**src/rtl/bus_cycle_ctrl_pkg.sv**
```systemverilog
// rtl/bus_cycle_ctrl_pkg.sv - state encoding and shared constants for the bus cycle sequencer
package bus_defs;
  localparam logic [2:0] ST_IDLE = 3'd0;
  localparam logic [2:0] ST_T1   = 3'd1;
  localparam logic [2:0] ST_T2   = 3'd2;
  localparam logic [2:0] ST_T3   = 3'd3;
  localparam logic [2:0] ST_TW   = 3'd4;
  localparam logic [2:0] ST_T4   = 3'd5;

  localparam logic KIND_EU = 1'b0;
  localparam logic KIND_PF = 1'b1;

  localparam logic [7:0] BUS_IDLE_DATA = 8'hFF;
endpackage

```
**src/rtl/wait_timer.sv**
```systemverilog
// rtl/wait_timer.sv - counts wait states of one bus cycle and flags the last permitted one
module wait_timer #(
  parameter int WAIT_MAX = 15
) (
  input  logic clk,
  input  logic rst,
  input  logic clr,
  input  logic inc,
  output logic expired
);
  localparam int CW = $clog2(WAIT_MAX + 1);

  logic [CW-1:0] cnt_q, cnt_d;

  always_comb begin
    cnt_d = cnt_q;
    if (clr) begin
      cnt_d = '0;
    end else if (inc && (cnt_q != CW'(WAIT_MAX))) begin
      cnt_d = cnt_q + CW'(1);
    end
  end

  always_ff @(posedge clk or negedge rst) begin
    if (!rst) cnt_q <= '0;
    else      cnt_q <= cnt_d;
  end

  // High during the WAIT_MAX-th Tw: if ready is still low the cycle must end now.
  assign expired = inc && (cnt_q == CW'(WAIT_MAX - 1));
endmodule

```
**src/rtl/bus_cycle_ctrl.sv**
```systemverilog
// rtl/bus_cycle_ctrl.sv - T1-T2-T3-Tw-T4 bus sequencer for EU operand and prefetch cycles
module bus_cycle_ctrl
  import bus_defs::*;
#(
  parameter int ADDR_W   = 20,
  parameter int DATA_W   = 8,
  parameter int WAIT_MAX = 15
) (
  input  logic              clk,
  input  logic              rst,
  input  logic              eu_req,
  input  logic              eu_wr,
  input  logic [ADDR_W-1:0] eu_addr,
  input  logic [DATA_W-1:0] eu_wdata,
  output logic              eu_ack,
  output logic [DATA_W-1:0] eu_rdata,
  input  logic [ADDR_W-1:0] pf_addr,
  input  logic              q_full,
  input  logic              flush,
  output logic              q_push,
  output logic [DATA_W-1:0] q_data,
  output logic              ip_inc,
  output logic              ale,
  output logic [ADDR_W-1:0] addr_out,
  output logic              rd_n,
  output logic              wr_n,
  output logic [DATA_W-1:0] dout,
  output logic              dout_en,
  input  logic [DATA_W-1:0] din,
  input  logic              ready,
  output logic              bus_err
);
  logic [2:0]        state_q, state_d;
  logic              kind_q, kind_d;
  logic              wr_q, wr_d;
  logic              flush_seen_q, flush_seen_d;
  logic              timeout_q, timeout_d;
  logic [ADDR_W-1:0] addr_q, addr_d;
  logic [DATA_W-1:0] wdata_q, wdata_d;
  logic [DATA_W-1:0] eu_rdata_q, eu_rdata_d;
  logic [DATA_W-1:0] q_data_q, q_data_d;

  logic              expired, eu_go, pf_go, in_t4, strobe, cap_en;
  logic [DATA_W-1:0] cap_val;

  wait_timer #(.WAIT_MAX(WAIT_MAX)) u_wait_timer (
    .clk     (clk),
    .rst     (rst),
    .clr     (state_q == ST_T1),
    .inc     (state_q == ST_TW),
    .expired (expired)
  );

  always_comb begin
    in_t4 = (state_q == ST_T4);
    // The request being acknowledged in this T4 is still held; it must not start a second cycle.
    eu_go = eu_req && !(in_t4 && (kind_q == KIND_EU));
    pf_go = !q_full && !flush;

    state_d      = state_q;
    kind_d       = kind_q;
    wr_d         = wr_q;
    addr_d       = addr_q;
    wdata_d      = wdata_q;
    flush_seen_d = flush_seen_q;
    timeout_d    = timeout_q;
    eu_rdata_d   = eu_rdata_q;
    q_data_d     = q_data_q;
    cap_en       = 1'b0;
    cap_val      = din;

    case (state_q)
      ST_IDLE, ST_T4: begin
        flush_seen_d = 1'b0;
        timeout_d    = 1'b0;
        if (eu_go) begin
          state_d = ST_T1;
          kind_d  = KIND_EU;
          wr_d    = eu_wr;
          addr_d  = eu_addr;
          wdata_d = eu_wdata;
        end else if (pf_go) begin
          state_d = ST_T1;
          kind_d  = KIND_PF;
          wr_d    = 1'b0;
          addr_d  = pf_addr;
        end else begin
          state_d = ST_IDLE;
        end
      end
      ST_T1: begin
        state_d      = ST_T2;
        flush_seen_d = flush_seen_q | flush;
      end
      ST_T2: begin
        state_d      = ST_T3;
        flush_seen_d = flush_seen_q | flush;
      end
      ST_T3: begin
        flush_seen_d = flush_seen_q | flush;
        if (ready) begin
          state_d = ST_T4;
          cap_en  = 1'b1;
        end else begin
          state_d = ST_TW;
        end
      end
      ST_TW: begin
        flush_seen_d = flush_seen_q | flush;
        if (ready) begin
          state_d = ST_T4;
          cap_en  = 1'b1;
        end else if (expired) begin
          state_d   = ST_T4;
          cap_en    = 1'b1;
          cap_val   = DATA_W'(BUS_IDLE_DATA);
          timeout_d = 1'b1;
        end
      end
      default: state_d = ST_IDLE;
    endcase

    if (cap_en && !wr_q) begin
      if (kind_q == KIND_EU) eu_rdata_d = cap_val;
      else                   q_data_d   = cap_val;
    end
  end

  always_ff @(posedge clk or negedge rst) begin
    if (!rst) begin
      state_q      <= ST_IDLE;
      kind_q       <= KIND_EU;
      wr_q         <= 1'b0;
      addr_q       <= '0;
      wdata_q      <= '0;
      flush_seen_q <= 1'b0;
      timeout_q    <= 1'b0;
      eu_rdata_q   <= '0;
      q_data_q     <= '0;
    end else begin
      state_q      <= state_d;
      kind_q       <= kind_d;
      wr_q         <= wr_d;
      addr_q       <= addr_d;
      wdata_q      <= wdata_d;
      flush_seen_q <= flush_seen_d;
      timeout_q    <= timeout_d;
      eu_rdata_q   <= eu_rdata_d;
      q_data_q     <= q_data_d;
    end
  end

  assign strobe   = (state_q == ST_T2) || (state_q == ST_T3) || (state_q == ST_TW);
  assign ale      = (state_q == ST_T1);
  assign addr_out = addr_q;
  assign rd_n     = !(strobe && !wr_q);
  assign wr_n     = !(strobe && wr_q);
  assign dout_en  = wr_q && (strobe || in_t4);
  assign dout     = dout_en ? wdata_q : '0;
  assign eu_ack   = in_t4 && (kind_q == KIND_EU);
  // A flush arriving in T4 itself still drops the byte, hence the live flush term.
  assign q_push   = in_t4 && (kind_q == KIND_PF) && !wr_q && !flush_seen_q && !flush;
  assign ip_inc   = q_push;
  assign bus_err  = in_t4 && timeout_q;
  assign eu_rdata = eu_rdata_q;
  assign q_data   = q_data_q;
endmodule

```
**config.mk**
```make
export PLATFORM = sky130hd
export DESIGN_NAME = bus_cycle_ctrl
export DESIGN_NICKNAME = d
export VERILOG_FILES = /design/src/rtl/bus_cycle_ctrl_pkg.sv /design/src/rtl/wait_timer.sv /design/src/rtl/bus_cycle_ctrl.sv
export SDC_FILE = /design/constraint.sdc
export NUM_CORES = 1
export LEC_CHECK = 0
export CELL_PAD_IN_SITES_DETAIL_PLACEMENT = 1
export CELL_PAD_IN_SITES_GLOBAL_PLACEMENT = 1
export CORE_MARGIN = 2
export CORE_UTILIZATION = 33
export CTS_BUF_LIST = sky130_fd_sc_hd__clkbuf_4
export CTS_CLUSTER_DIAMETER = 40
export DETAILED_ROUTE_END_ITERATION = 12
export PLACE_DENSITY = 0.92
export SLEW_MARGIN = 40
export SYNTH_ARGS = -nofsm -noshare
export SYNTH_HDL_FRONTEND = slang
export SYNTH_SLANG_ARGS = --single-unit
```
**constraint.sdc**
```tcl
create_clock -name clk -period 2.6 [get_ports clk]
set_input_delay 0.52 -clock clk [delete_from_list [all_inputs] [get_ports clk]]
set_output_delay 0.52 -clock clk [all_outputs]
set_load 0.02 [all_outputs]
```
### Yosys cells after proc, flatten, opt, wreduce, memory -nomap -nowiden

Index checks and enable logic that the tools add are counted.

| word-level totals | value |
|---|---|
| register bits after elaboration | 55 |
| input bits | 63 |
| logic and storage cells | 85 |

| cells by class | value |
|---|---|
| add/subtract/negate cells | 1 |
| equal/unequal tests | 10 |
| muxes and demuxes | 26 |
| bitwise operators | 2 |
| reduce and logical (&&, ||, !) cells | 36 |

Operator list:

| operator | count |
|---|---|
| 20-bit 2-to-1 mux | 2 |
| 8-bit 2-to-1 mux | 4 |
| 3-bit case mux with 5 select lines | 1 |
| 1-bit logical AND | 14 |
| 1-bit 2-to-1 mux | 12 |
| 4-bit 2-to-1 mux | 2 |
| 2-bit AND reduction | 4 |
| 2-bit nonzero test | 4 |
| 1-bit logical NOT | 7 |
| 3-bit by 2-bit equality test with 1-bit output, second input constant | 2 |
| 3-bit equality test, second input constant | 2 |
| 3-bit 2-to-1 mux | 2 |
| 1-bit case mux with 2 select lines | 3 |
| 4-bit by 1-bit adder with 4-bit output, second input constant | 1 |
| 4-bit equality test, second input constant | 1 |
| 2-bit inequality test, second input constant | 2 |
| 4-bit inequality test, second input constant | 1 |
| 4-bit OR reduction | 1 |
| 3-bit by 1-bit equality test with 1-bit output, second input constant | 1 |
| 3-bit logical NOT | 1 |
| 1-bit logical OR | 3 |
| 3-bit inequality test, second input constant | 1 |
| 3-bit AND reduction | 1 |
| 2-bit OR reduction | 1 |
| 2 further kinds | 2 |

### Logic depth before layout (Yosys ltp)

Gate-level depths: netlist of run 1.

| logic depth | value |
|---|---|
| depth in word-level cells | 7 |
| mapped depth | 6 |
| mapped depth without buffers | 6 |

### Hierarchy

A second synthesis of run 1 with hierarchy kept.

| second synthesis, totals | value |
|---|---|
| cells, all modules | 236 |
| area, all modules | 2630.0 um2 |

Modules (own cells, without submodules):

| module | times used | cells an instance | area each (um2) | sequential area each (um2) |
|---|---|---|---|---|
| bus_cycle_ctrl | 1 | 213 | 2369.8 | 1276.2 |
| wait_timer | 1 | 23 | 260.2 | 100.1 |

### Worst setup path after synthesis of run 1

Ideal clock, no wire load.

| path | value |
|---|---|
| kind | register -> output |
| from | register state_q[1] |
| to | output port q_push |
| arrival | 1.711 ns |
| required time | 2.080 ns |
| slack | 0.369 ns |
| stages on the path, launching flop included | 5 |
| cell sequence | dfrtp_1 buf_6 nand3b_1 nor4_1 buf_4 |

| on the way | value |
|---|---|
| longest elaborated chain between the ends | 5 |

Ends and longest elaborated chain:

| what | line | source |
|---|---|---|
| from (decl) | bus_cycle_ctrl.sv:33 | `logic [2:0] state_q, state_d;` |
| from (signal assigned) | bus_cycle_ctrl.sv:141 | `state_q <= state_d;` |
| 3-bit equality test | bus_cycle_ctrl.sv:55 | `in_t4 = (state_q == ST_T4);` |
| 1-bit logical AND (4 in series) | bus_cycle_ctrl.sv:162 | `assign q_push = in_t4 && (kind_q == KIND_PF) && !wr_q && !flush_seen_q && !flush;` |
| to (decl) | bus_cycle_ctrl.sv:20 | `output logic q_push,` |

Every way passes these cells.

### Worst setup path after layout of run 1

| path | value |
|---|---|
| from | register state_q[1] |
| to | output port dout_en |

| on the way | value |
|---|---|
| longest elaborated chain between the ends | 5 |

Ends and longest elaborated chain:

| what | line | source |
|---|---|---|
| 3-bit by 2-bit equality test with 1-bit output | bus_cycle_ctrl.sv:153 | `assign strobe = (state_q == ST_T2) \|\| (state_q == ST_T3) \|\| (state_q == ST_TW);` |
| 1-bit logical OR (2 in series) | bus_cycle_ctrl.sv:153 |  |
| 1-bit logical OR * | bus_cycle_ctrl.sv:158 | `assign dout_en = wr_q && (strobe \|\| in_t4);` |
| 1-bit logical AND * | bus_cycle_ctrl.sv:158 |  |
| to (decl) | bus_cycle_ctrl.sv:28 | `output logic dout_en,` |

Every way passes the cells marked *; elsewhere a longest branch is shown, timed or not.

==> results_tabular.tex, run 1 <==
\begin{tabular}{lr}
\hline
Metric & Value \\
\hline
\multicolumn{2}{l}{\textbf{Status}} \\
\quad Status & completed \\
\multicolumn{2}{l}{\textbf{Flow run}} \\
\quad Max-cap viol count & 0 \\
\multicolumn{2}{l}{\textbf{Detailed routing}} \\
\quad Iter 0 DRT Violations & 33 \\
\quad Drc violations & 0 \\
\quad Via/cell ratio & around 4.8 \\
\quad DR WL/cell & 16.4 µm \\
\quad Post-detailed-route count of antenna-violating nets & 0 \\
\quad Total length of routed wires & about 7.3 mm \\
\quad Number of vias after detailed routing & 2,136 \\
\quad Number of iterations in the first detailed-routing pass & 4 \\
\multicolumn{2}{l}{\textbf{Synthesis}} \\
\quad Number of flops mapped to enable cells by yosys & 0 \\
\quad Post-synth net total & 286 \\
\quad Xor/xnor cell area share of the yosys netlist & 0.0130 \\
\quad Number of unique standard cell types used by synthesis & 38 \\
\quad Instance count of the mapped netlist & 221 \\
\quad Most frequently used flop master after synthesis & dfrtp\_1 \\
\quad Synth Area in Compound Gates & 0.0501 \\
\quad Synth Area in Adders & 0.00929 \\
\quad Async SR Flop Fraction & 1.00 \\
\quad Most repeated cell in the gate-level netlist after synthesis & dfrtp\_1 \\
\quad Largest family of logic cells by synthesized area & multiplexers \\
\quad Leading cell types by total area after synthesis & dfrtp\_1 51\%, mux2\_2 13\%, mux2\_1 6.7\%, mux2i\_1 6.3\%, inv\_1 3.1\% \\
\quad Yosys synthesis warning count & 0 \\
\quad Most used standard cells in the synthesized netlist & 55 x dfrtp\_1, 32 x mux2\_2, 22 x inv\_1 \\
\quad Number of register bits inferred by synthesis & 55 \\
\quad Area share of the largest cell type after synthesis & 0.511 \\
\quad Simple logic cell fraction of the synthesized area & 0.102 \\
\quad Synthesized area & between 0.002 and 0.003 mm² \\
\quad Mux cell area share after synthesis & 0.264 \\
\quad Mean Syn Cell Area & 12.2 µm² \\
\quad Most area-hungry cell type in the Yosys netlist & dfrtp\_1 \\
\quad Sequential-to-total area share from yosys stat & 0.511 \\
\multicolumn{2}{l}{\textbf{STA}} \\
\quad Max frequency & approximately 410 MHz \\
\quad Relative max-transition margin & 0.531 \\
\quad Clock skew after layout & 0.0205 ns \\
\quad Number of endpoints failing setup at the final stage & 0 \\
\quad Count of endpoints failing hold in the final timing report & 0 \\
\quad Final Max Tran Viols & 0 \\
\quad Slew at the pin with the worst max-slew slack & 0.704 ns \\
\quad Fin Hold WS & between 0.15 and 0.2 ns \\
\quad Final critical delay including setup and external delays & 2.43 ns \\
\quad Final TNS setup & 0 ns \\
\quad Period Utilization, post-route & 0.936 \\
\quad RSZ-0062 raised after global routing & false \\
\multicolumn{2}{l}{\textbf{Placement}} \\
\quad Gp weighted congestion & 0.812 \\
\quad Count of buffers from port buffering & around 110 \\
\quad Final HPWL DP & between 5 and 6 mm \\
\multicolumn{2}{l}{\textbf{CTS}} \\
\quad Max H-tree Level & 2 \\
\quad Buffer type at the clock tree root & clkbuf\_4 \\
\quad CTS Buf Count & 5 \\
\quad CTS tree & done \\
\quad Clock Sinks & 55 \\
\quad Clock-pin transition on the worst setup and hold timing paths & roughly 0.16 ns \\
\quad Clock insertion delay at the later pin of the skew report & 0.37 ns \\
\quad Number of buffers between clock root and the deepest sink & 2 \\
\multicolumn{2}{l}{\textbf{Hold path}} \\
\quad Kind of path behind the tightest hold check & in2async \\
\multicolumn{2}{l}{\textbf{Die}} \\
\quad Number of standard-cell rows in the floorplan & 32 \\
\quad Horizontal extent of the die & 94.4 µm \\
\quad I/O pins & 115 \\
\quad Starting density of the core & 0.345 \\
\quad Area enclosed by the die boundary & 0.00891 mm² \\
\quad Placeable Area & 0.00781 mm² \\
\quad Die Span Y & $\sim$94 µm \\
\multicolumn{2}{l}{\textbf{Global routing}} \\
\quad Total congestion overflow after global routing & 0 \\
\quad Most congested layer reported by global routing & met2 \\
\quad Met3 Usage GRT & 0.0471 \\
\quad Vias in the first global route & $\sim$2,300 \\
\quad Global-route wire length before repair & 11.7 mm \\
\quad Global Route Usage Sum & 0.170 \\
\quad Pin count of the biggest net entering global routing & 29 \\
\quad Number of antenna violations at the first check in global routing & 0 \\
\quad Met2 Use GR & 0.316 \\
\quad GR met1 Demand/Resource & 0.195 \\
\multicolumn{2}{l}{\textbf{Worst setup path}} \\
\quad Count of buffering cells on the critical path with inverters included & 2 \\
\quad CP top delay family & buffers and inverters \\
\quad Worst reg2reg startpoint & state\_q[1] \\
\quad Largest stage delay on the critical path & around 0.64 ns \\
\quad RR Endpoint & addr\_out[9] \\
\quad Critical Path AT & around 1.9 ns \\
\quad List of cells traversed by the critical path & inv\_1, nor2\_1, o21a\_2, clkdlybuf4s50\_1 \\
\quad Critical path launch point type & register \\
\quad Slack of the worst reg-to-reg path & 0.27 ns \\
\quad Slowest cell on the critical path & clkdlybuf4s50\_1 \\
\quad Kind of end point of the critical path & output port \\
\quad Data required time of the critical path & 2.08 ns \\
\quad Highest fanout seen on the critical path & 8 \\
\quad Worst setup path category & reg2out \\
\quad Depth of the worst register-to-register path & 5 \\
\multicolumn{2}{l}{\textbf{Layout}} \\
\quad Multi-input gate area & 0.00120 mm² \\
\quad Area growth from synthesis to layout & 52.4\% \\
\quad Total number of nets in the final design & 411 \\
\quad Fraction of final layout cells sized beyond drive strength 1 & 0.188 \\
\quad Sequential cell area in the final layout & 0.00138 mm² \\
\quad Antenna Diode Count & 0 \\
\quad Layout filler cell count & around 840 \\
\multicolumn{2}{l}{\textbf{Power}} \\
\quad Largest voltage drop on the vdd net & roughly 0.00047 V \\
\quad Post-route total power & 4.36 mW \\
\quad Leakage power & about 1.8 nW \\
\quad Power Dens Cells & 1060 mW/mm² \\
\hline
\end{tabular}
[report_power, final]
| group | leakage [nW] | switching, mW | internal, mW |
|---|---|---|---|
| Sequential | 0.658 | 0.254 | 1.27 |
| Clock | 0.0373 | 0.262 | 0.198 |
| Combinational | 1.15 | 1.17 | 1.20 |
| Total | 1.85 | 1.69 | 2.67 |
[state kept, by name (all words and copies together), names as in the netlist]
| signal | count |
|---|---|
| addr_out | 20 |
| eu_rdata | 8 |
| q_data | 8 |
| wdata_q | 8 |
| u_wait_timer.cnt_q | 4 |
| state_q | 3 |
| flush_seen_q | 1 |
| kind_q | 1 |
| timeout_q | 1 |
| wr_q | 1 |
[layout make-up]
cell class / count / share of cell area
Multi-Input combinational cell: 136 / 0.291
Tap cell: 102 / 0.0311
Sequential cell: 55 / 0.335
Timing Repair Buffer: 126 / 0.304
Clock inverter: 2 / 0.00914
Inverter: 22 / 0.0201
Clock buffer: 5 / 0.00914
[worst register-to-register path, delay by kind of cell, from the launching register on]
| family | cells | cell delay [ns] |
|---|---|---|
| buffers and inverters | 1 | 0.33 |
| flip-flops | 1 | 0.47 |
| AND/OR/NAND/NOR | 1 | 0.24 |
| multiplexers | 2 | 0.64 |
| AO/OA/AOI/OAI | 1 | 0.56 |
[cell families (layout without fill, tap and decap cells)]
group / after synthesis / in the layout
muxes: 65 / 65
DFF: 55 / 55
and+or+nand+nor: 48 / 48
buffers and inverters: 30 / 155
AOI/OAI and AO/OA: 17 / 17
xor gates and xnor gates: 4 / 4
adders and majority gates: 2 / 2
[what timing repair did]
item	CTS	global route
resized for setup	9	7
hold buffers	0	0
setup endpoints to repair	12	7
gates cloned	0	0
pin swaps	0	1
buffers inserted	0	2
[worst max path at each step]
stage,from,end,slack [ns],cells past startpoint
finish,state_q[1],dout_en,0.17,4
global route,state_q[1],dout_en,0.04,4
CTS,state_q[1],dout[0],0.004,5
detailed placement,flush,ip_inc,0.01,3
global placement,flush,ip_inc,0.11,3
floorplan,state_q[1],q_push,0.37,4
[routing by layer]
metal	up-vias	share of wire
met5	-	0
met4	0	0.012
met3	6	0.071
met2	76	0.53
met1	1059	0.39
li1	995	-
[through the flow]
stage / cells / util / cell area (µm²) / setup slack (ns)
floorplan: 221 / - / 2700 / 0.369
global placement: 439 / 0.512 / 4000 / 0.106
detailed placement: 439 / 0.512 / 4000 / 0.0105
CTS: 446 / 0.522 / 4080 / 0.00417
global route: 448 / 0.526 / 4110 / 0.0393
finish: 448 / 0.526 / 4110 / 0.166
[cell usage in the layout, fill, tap and decap left out, types with 2 or more instances in the layout]
| cell | count |
|---|---|
| xnor2_1 | 2 |
| clkbuf_4 | 5 |
| and3_1 | 2 |
| inv_1 | 22 |
| nor2_1 | 18 |
| ha_1 | 2 |
| and2_1 | 8 |
| o21ai_0 | 4 |
| dlygate4sd2_1 | 6 |
| mux2_2 | 32 |
| mux2i_1 | 17 |
| o21ai_2 | 2 |
| dfrtp_1 | 54 |
| xor2_1 | 2 |
| mux2_1 | 16 |
| nand3_1 | 6 |
| buf_4 | 11 |
| dlymetal6s2s_1 | 7 |
| clkdlybuf4s50_1 | 100 |
| nand2_1 | 4 |
No activity file was read; power rests on OpenSTA's default activity.
==> run 2, diff against run 1 <==
--- a/config.mk
+++ b/config.mk
@@ -17,3 +17,4 @@
 export SYNTH_ARGS = -nofsm -noshare
 export SYNTH_HDL_FRONTEND = slang
 export SYNTH_SLANG_ARGS = --single-unit
+export TNS_END_PERCENT = 5
==> run 2 against run 1 <==
Net effect:
- fmax shrank 5.3%
- design area decreased by 0.43%
- clock skew decreased by 0.0033 ns
- worst hold slack worse by 0.0036 ns
- setup slack worse by 0.14 ns
- utilization is 0.22 points lower
- via count decreased by 0.33%
- cell count is 0.45% lower
- sequential power hardly changed
- flip-flop and latch count did not move
- critical path type unchanged
- critical endpoint is now dout[2]
==> results_tabular.tex, run 2 (synthesis gave the netlist of run 1 again) <==
\begin{tabular}{lr}
\hline
Metric & Value \\
\hline
\multicolumn{2}{l}{\textbf{Layout}} \\
\quad Area growth from synthesis to layout & 51.8\% \\
\quad Largest register FFs & 20 (unchanged) \\
\quad Total number of nets in the final design & 409 (-0.49\%) \\
\quad Antenna Diode Count & 0 (unchanged) \\
\quad Most frequent standard cell in the layout excluding fill and tap cells & clkdlybuf4s50\_1 \\
\quad Core utilization of the finished layout & 0.524 (-0.00224) \\
\quad Fraction of final layout cells sized beyond drive strength 1 & 0.183 (-0.00472) \\
\quad Commonest cells after routing, fill and taps aside & 101 x clkdlybuf4s50\_1, 54 x dfrtp\_1, 32 x mux2\_2 \\
\quad Layout filler cell count & 837 (unchanged) \\
\multicolumn{2}{l}{\textbf{Detailed routing}} \\
\quad Drc violations & 0 (unchanged) \\
\quad Met2 Wirelength & 3.86 mm (-0.69\%) \\
\quad DR WL/cell & 16.4 µm (+0.15\%) \\
\quad Total length of routed wires & 7.31 mm (-0.30\%) \\
\quad Post-detailed-route count of antenna-violating nets & 0 (unchanged) \\
\quad Wire length on met1 & 2.86 mm (+0.78\%) \\
\quad Number of vias after detailed routing & 2,129 (-0.33\%) \\
\quad Number of iterations in the first detailed-routing pass & 4 (unchanged) \\
\quad Via/cell ratio & 4.77 (+0.12\%) \\
\quad Highest metal layer with signal wires & met4 \\
\quad Iter 0 DRT Violations & 14 (-58\%) \\
\quad Met3 wire length & 525 µm (+0.57\%) \\
\multicolumn{2}{l}{\textbf{STA}} \\
\quad Fin Hold WS & 0.174 ns (-0.00359 ns) \\
\quad Number of endpoints failing setup at the final stage & 0 (unchanged) \\
\quad Final Max Tran Viols & 0 (unchanged) \\
\quad Slew at the pin with the worst max-slew slack & 0.700 ns (-0.00392 ns) \\
\quad Clock skew after layout & 0.0172 ns (-0.00327 ns) \\
\quad Final TNS setup & 0 ns (unchanged) \\
\quad Final critical delay including setup and external delays & 2.57 ns (+0.135 ns) \\
\quad Count of endpoints failing hold in the final timing report & 0 (unchanged) \\
\quad Relative max-transition margin & 0.533 (+0.00261) \\
\quad RSZ-0062 raised after global routing & true \\
\quad Max frequency & 389 MHz (-5.3\%) \\
\quad Post-route setup slack & 0.0313 ns (-0.135 ns) \\
\quad Period Utilization, post-route & 0.988 (+0.0520) \\
\multicolumn{2}{l}{\textbf{Die}} \\
\quad Starting density of the core & 0.345 (unchanged) \\
\quad Horizontal extent of the die & 94.4 µm (unchanged) \\
\quad Placeable Area & 0.00781 mm² (unchanged) \\
\quad Die Span Y & 94.4 µm (unchanged) \\
\quad Area enclosed by the die boundary & 0.00891 mm² (unchanged) \\
\quad Number of standard-cell rows in the floorplan & 32 (unchanged) \\
\quad I/O pins & 115 (unchanged) \\
\multicolumn{2}{l}{\textbf{Power}} \\
\quad Power Dens Cells & 1060 mW/mm² (about the same) \\
\quad Largest voltage drop on the vdd net & 0.000466 V (about the same) \\
\quad Leakage power & 1.82 nW (-1.5\%) \\
\multicolumn{2}{l}{\textbf{CTS}} \\
\quad Clock-pin transition on the worst setup and hold timing paths & 0.16 ns (about the same) \\
\quad Buffer type at the clock tree root & clkbuf\_4 \\
\quad Post-cts resize count & 9 (unchanged) \\
\quad Max H-tree Level & 2 (unchanged) \\
\quad Number of buffers between clock root and the deepest sink & 2 (unchanged) \\
\quad Clock insertion delay at the later pin of the skew report & 0.37 ns (about the same) \\
\quad Post CTS Setup Buffer Count & 0 (unchanged) \\
\quad Hold buffer count at CTS & 0 (unchanged) \\
\quad CTS tree & done \\
\quad Clock Sinks & 55 (unchanged) \\
\quad CTS Buf Count & 5 (unchanged) \\
\multicolumn{2}{l}{\textbf{Placement}} \\
\quad Count of buffers from port buffering & 114 (unchanged) \\
\quad Final HPWL DP & 5.73 mm (unchanged) \\
\quad Worst-case setup slack after placement & 0.0105 ns (unchanged) \\
\quad Gp weighted congestion & 0.812 (unchanged) \\
\multicolumn{2}{l}{\textbf{Worst setup path}} \\
\quad List of cells traversed by the critical path & inv\_1, nor2\_1, o21a\_2, and2\_1, clkdlybuf4s50\_1 \\
\quad Worst setup path category & reg2out \\
\quad Depth of the worst register-to-register path & 5 (unchanged) \\
\quad Largest stage delay on the critical path & 0.59 ns (-0.05 ns) \\
\quad Critical Path AT & 2.05 ns (+0.14 ns) \\
\quad Kind of end point of the critical path & output port \\
\quad Highest fanout seen on the critical path & 9 (+1) \\
\quad Data required time of the critical path & 2.08 ns (about the same) \\
\quad Slowest cell on the critical path & clkdlybuf4s50\_1 \\
\quad Critical path launch point type & register \\
\multicolumn{2}{l}{\textbf{Global routing}} \\
\quad Total congestion overflow after global routing & 0 (unchanged) \\
\quad Vias in the first global route & 2,342 (unchanged) \\
\quad Global Route Usage Sum & 0.170 (unchanged) \\
\quad Number of antenna violations at the first check in global routing & 0 (unchanged) \\
\quad Pin count of the biggest net entering global routing & 29 (unchanged) \\
\quad Global-route wire length before repair & 11.7 mm (unchanged) \\
\multicolumn{2}{l}{\textbf{Flow run}} \\
\quad Max-cap viol count & 0 (unchanged) \\
\multicolumn{2}{l}{\textbf{Status}} \\
\quad Status & completed \\
\multicolumn{2}{l}{\textbf{Hold path}} \\
\quad Kind of path behind the tightest hold check & in2async \\
\hline
\end{tabular}
-- run 2: cell types whose count changed in the layout (fill, tap and decap cells not counted), sizes merged --
| cell | change |
|---|---|
| clkdlybuf4s50 | +1 |
| buf | -2 |
| dlymetal6s2s | -1 |
-- run 2: worst max-delay path: cells and delay by family, from the launching register on --
family	cells	cell delay, ns
flops	1	0.46
simple gates	2	0.30
buf+inv	2	0.68
compound gates	1	0.23
-- run 2: layout make-up --
type / instances / area [µm²] / share of cell area
clock buffer: 5 / 37.5 / 0.00918
tap: 102 / 128 / 0.0312
inverter: 22 / 82.6 / 0.0202
timing repair buffer: 124 / 1230 / 0.301
sequential: 55 / 1380 / 0.337
multi-input combinational: 136 / 1200 / 0.292
clock inverter: 2 / 37.5 / 0.00918
-- run 2: path summary, 6_finish.rpt --
check                            from           to  slack, ns
setup reg to reg           state_q[1]  addr_out[9]       0.25
hold reg to reg            wdata_q[1]   wdata_q[1]       0.50
min in group clk           wdata_q[1]   wdata_q[1]       0.50
hold / removal                    rst       kind_q       0.17
max in group asynchronous         rst  addr_out[1]       1.82
setup / recovery           state_q[1]      dout[2]       0.03
-- run 2: power by group --
| group | internal [mW] | switching, mW | leakage, nW |
|---|---|---|---|
| Sequential | 1.27 | 0.259 | 0.658 |
| Clock | 0.198 | 0.266 | 0.0373 |
| Combinational | 1.19 | 1.16 | 1.12 |
-- run 2: layer usage --
| layer | GRT usage | up-vias |
|---|---|---|
| met2 | 0.316 | 73 |
| met5 | 0 | - |
| met4 | 0.0314 | 0 |
| met1 | 0.195 | 1059 |
| li1 | - | 991 |
| met3 | 0.0471 | 6 |
-- run 2: metrics by stage --
step                area (µm²)  instances  power [mW]
floorplan                 2700        221        2.83
global placement          4000        439        3.84
detailed placement        4000        439        3.95
CTS                       4080        446        4.42
global route              4090        446        4.64
finish                    4090        446        4.34
==> run 3, diff against run 2 <==
--- a/config.mk
+++ b/config.mk
@@ -5,6 +5,7 @@
 export SDC_FILE = /design/constraint.sdc
 export NUM_CORES = 1
 export LEC_CHECK = 0
+export ABC_AREA = 0
 export CELL_PAD_IN_SITES_DETAIL_PLACEMENT = 1
 export CELL_PAD_IN_SITES_GLOBAL_PLACEMENT = 1
 export CORE_MARGIN = 2
==> constraint.sdc (replaced) <==
create_clock -name clk -period 2.4 [get_ports clk]
set_input_delay 0.48 -clock clk [delete_from_list [all_inputs] [get_ports clk]]
set_output_delay 0.48 -clock clk [all_outputs]
set_load 0.02 [all_outputs]
==> run 3 against run 2 <==
Net effect:
- non-clock buffer count grew 1
- count of clock-buffer cells in the layout grew 1
- power grew 8.4%
- critical path depth shrank 2
- register-to-register slack gained 0.14 ns
- flip-flop and latch count is the same
- via count shrank 0.33%
- sequential share of layout area is essentially flat
- combinational power grew 8%
- sequential power grew 8%
- clock skew shrank 0.0031 ns
- critical path type unchanged
- largest power group unchanged
==> results_tabular.tex, run 3 (synthesis gave the netlist of run 1 again) <==
\begin{tabular}{lr}
\hline
Metric & Value \\
\hline
\multicolumn{2}{l}{\textbf{STA}} \\
\quad Final Max Tran Viols & 0 (unchanged) \\
\quad Fin Hold WS & 0.107 ns (-0.0668 ns) \\
\quad Number of endpoints failing setup at the final stage & 0 (unchanged) \\
\quad Period Utilization, post-route & 0.965 \\
\quad Relative max-transition margin & 0.546 (+0.0127) \\
\quad Slew at the pin with the worst max-slew slack & 0.681 ns (-0.0190 ns) \\
\quad Post-route setup slack & 0.0834 ns (+0.0521 ns) \\
\quad Clock skew after layout & 0.0142 ns (-0.00307 ns) \\
\quad RSZ-0062 raised after global routing & false \\
\quad Count of endpoints failing hold in the final timing report & 0 (unchanged) \\
\quad Max frequency & 432 MHz \\
\quad Final critical delay including setup and external delays & 2.32 ns \\
\multicolumn{2}{l}{\textbf{Placement}} \\
\quad Count of buffers from port buffering & 114 (unchanged) \\
\quad Gp weighted congestion & 0.826 (+1.7\%) \\
\quad Final HPWL DP & 5.74 mm (+0.11\%) \\
\quad Worst-case setup slack after placement & -0.118 ns (-0.129 ns) \\
\quad DP Area & 0.00402 mm² (+0.50\%) \\
\multicolumn{2}{l}{\textbf{Detailed routing}} \\
\quad Drc violations & 0 (unchanged) \\
\quad Number of iterations in the first detailed-routing pass & 4 (unchanged) \\
\quad Number of vias after detailed routing & 2,122 (-0.33\%) \\
\quad Iter 0 DRT Violations & 68 (+54) \\
\quad Total length of routed wires & 7.31 mm (about the same) \\
\quad Via/cell ratio & 4.75 (-0.55\%) \\
\quad Post-detailed-route count of antenna-violating nets & 0 (unchanged) \\
\quad DR WL/cell & 16.3 µm (-0.28\%) \\
\multicolumn{2}{l}{\textbf{Layout}} \\
\quad Total number of nets in the final design & 410 (+0.24\%) \\
\quad Antenna Diode Count & 0 (unchanged) \\
\quad Post-route cell area & 0.00409 mm² (about the same) \\
\quad Commonest cells after routing, fill and taps aside & 98 x clkdlybuf4s50\_1, 54 x dfrtp\_1, 32 x mux2\_2 \\
\quad Area growth from synthesis to layout & 51.9\% (about the same) \\
\quad Fraction of final layout cells sized beyond drive strength 1 & 0.188 (+0.00527) \\
\quad Core utilization of the finished layout & 0.524 (about the same) \\
\quad Largest register FFs & 20 (unchanged) \\
\quad Most frequent standard cell in the layout excluding fill and tap cells & clkdlybuf4s50\_1 \\
\multicolumn{2}{l}{\textbf{CTS}} \\
\quad Hold buffer count at CTS & 0 (unchanged) \\
\quad CTS tree & done \\
\quad Clock-pin transition on the worst setup and hold timing paths & 0.16 ns (about the same) \\
\quad Number of buffers between clock root and the deepest sink & 2 (unchanged) \\
\quad Clock insertion delay at the later pin of the skew report & 0.38 ns (about the same) \\
\quad Max H-tree Level & 2 (unchanged) \\
\quad CTS Buf Count & 5 (unchanged) \\
\quad Post CTS Setup Buffer Count & 0 (unchanged) \\
\quad Clock Sinks & 55 (unchanged) \\
\quad Buffer type at the clock tree root & clkbuf\_4 \\
\multicolumn{2}{l}{\textbf{Global routing}} \\
\quad Number of antenna violations at the first check in global routing & 0 (unchanged) \\
\quad Vias in the first global route & 2,375 (+1.4\%) \\
\quad Pin count of the biggest net entering global routing & 29 (unchanged) \\
\quad Global-route wire length before repair & 11.8 mm (+0.89\%) \\
\quad Total congestion overflow after global routing & 0 (unchanged) \\
\quad Global Route Usage Sum & 0.172 (+0.00210) \\
\multicolumn{2}{l}{\textbf{Worst setup path}} \\
\quad RR Endpoint & eu\_rdata[0] \\
\quad Worst reg2reg startpoint & state\_q[2] \\
\quad Largest stage delay on the critical path & 0.61 ns (+0.02 ns) \\
\quad List of cells traversed by the critical path & nor2b\_1, and3\_1, clkdlybuf4s50\_1 \\
\quad Critical Path AT & 1.84 ns (-0.21 ns) \\
\quad Depth of the worst register-to-register path & 7 (+2) \\
\quad Slack of the worst reg-to-reg path & 0.39 ns (+0.14 ns) \\
\quad Kind of end point of the critical path & output port \\
\quad Data required time of the critical path & 1.92 ns (-0.16 ns) \\
\quad Critical path launch point type & register \\
\quad Slowest cell on the critical path & clkdlybuf4s50\_1 \\
\quad Highest fanout seen on the critical path & 5 (-4) \\
\quad Worst setup path category & reg2out \\
\multicolumn{2}{l}{\textbf{Power}} \\
\quad Power Dens Cells & 1150 mW/mm² (+8.4\%) \\
\quad Largest voltage drop on the vdd net & 0.000475 V (+2.0\%) \\
\quad Leakage power & 1.79 nW (-1.5\%) \\
\quad Post-route total power & 4.71 mW (+8.4\%) \\
\multicolumn{2}{l}{\textbf{Die}} \\
\quad Number of standard-cell rows in the floorplan & 32 (unchanged) \\
\quad Area enclosed by the die boundary & 0.00891 mm² (unchanged) \\
\quad Starting density of the core & 0.345 (unchanged) \\
\quad I/O pins & 115 (unchanged) \\
\quad Horizontal extent of the die & 94.4 µm (unchanged) \\
\quad Placeable Area & 0.00781 mm² (unchanged) \\
\quad Die Span Y & 94.4 µm (unchanged) \\
\multicolumn{2}{l}{\textbf{Hold path}} \\
\quad Kind of path behind the tightest hold check & in2async \\
\multicolumn{2}{l}{\textbf{Status}} \\
\quad Status & completed \\
\multicolumn{2}{l}{\textbf{Flow run}} \\
\quad Max-cap viol count & 0 (unchanged) \\
\hline
\end{tabular}
run 3: cell types whose count changed in the layout (fill, tap and decap cells not counted):
cell / previous run / this run
clkdlybuf4s15_1: 0 / 2
clkinvlp_4: 1 / 0
buf_12: 1 / 2
clkbuf_4: 5 / 6
dlygate4sd2_1: 6 / 12
nor2_2: 1 / 2
dlymetal6s2s_1: 6 / 1
clkdlybuf4s50_1: 101 / 98
nor2_1: 18 / 17
run 3: area by class of cell:
type | instances | area (µm²)
Clock inverter | 1 | 30.0
Multi-Input combinational cell | 136 | 1200
Tap cell | 102 | 128
Sequential cell | 55 | 1380
Clock buffer | 6 | 45.0
Fill cell | 842 | 3710
Timing Repair Buffer | 125 | 1230
Inverter | 22 | 82.6
run 3: worst max-delay path: cells and delay by family, from the launching register on:
kind                   cells  cell delay [ns]
AND/OR/NAND/NOR            2             0.37
flip-flops                 1             0.49
buffers and inverters      1             0.61
run 3: worst max-delay path by stage:
stage / start / to / slack [ns] / depth (start not counted)
2_1_floorplan: state_q[1] / q_push / 0.21 / 4
3_3_place_gp: flush / ip_inc / 0.01 / 3
3_5_place_dp: flush / ip_inc / -0.12 / 3
4_1_cts: state_q[1] / eu_ack / 0.07 / 3
5_1_grt: state_q[2] / ale / 0.003 / 5
6_report: state_q[2] / bus_err / 0.08 / 3
run 3: per-layer routing:
| metal | GRT usage | up-vias | part of all wire |
|---|---|---|---|
| met2 | 0.311 | 73 | 0.53 |
| met1 | 0.201 | 1051 | 0.38 |
| met4 | 0.0459 | 0 | 0.0074 |
| li1 | - | 991 | - |
| met3 | 0.0439 | 7 | 0.076 |
| met5 | 0 | - | 0 |
run 3: stage by stage:
| step | setup TNS [ns] | instances |
|---|---|---|
| CTS | 0 | 447 |
| floorplan | 0 | 221 |
| global route | 0 | 447 |
| global placement | 0 | 440 |
| detailed placement | -0.222 | 440 |
| finish | 0 | 447 |
run 3: report_power, final:
part,internal [mW],switching (mW),total [mW]
Combinational,1.28,1.26,2.54
Sequential,1.37,0.281,1.65
Clock,0.227,0.289,0.515
run 3: timing repair:
item / CTS / global route
pin swaps: 0 / 0
resized for setup: 17 / 4
endpoints found under the setup margin: 14 / 5
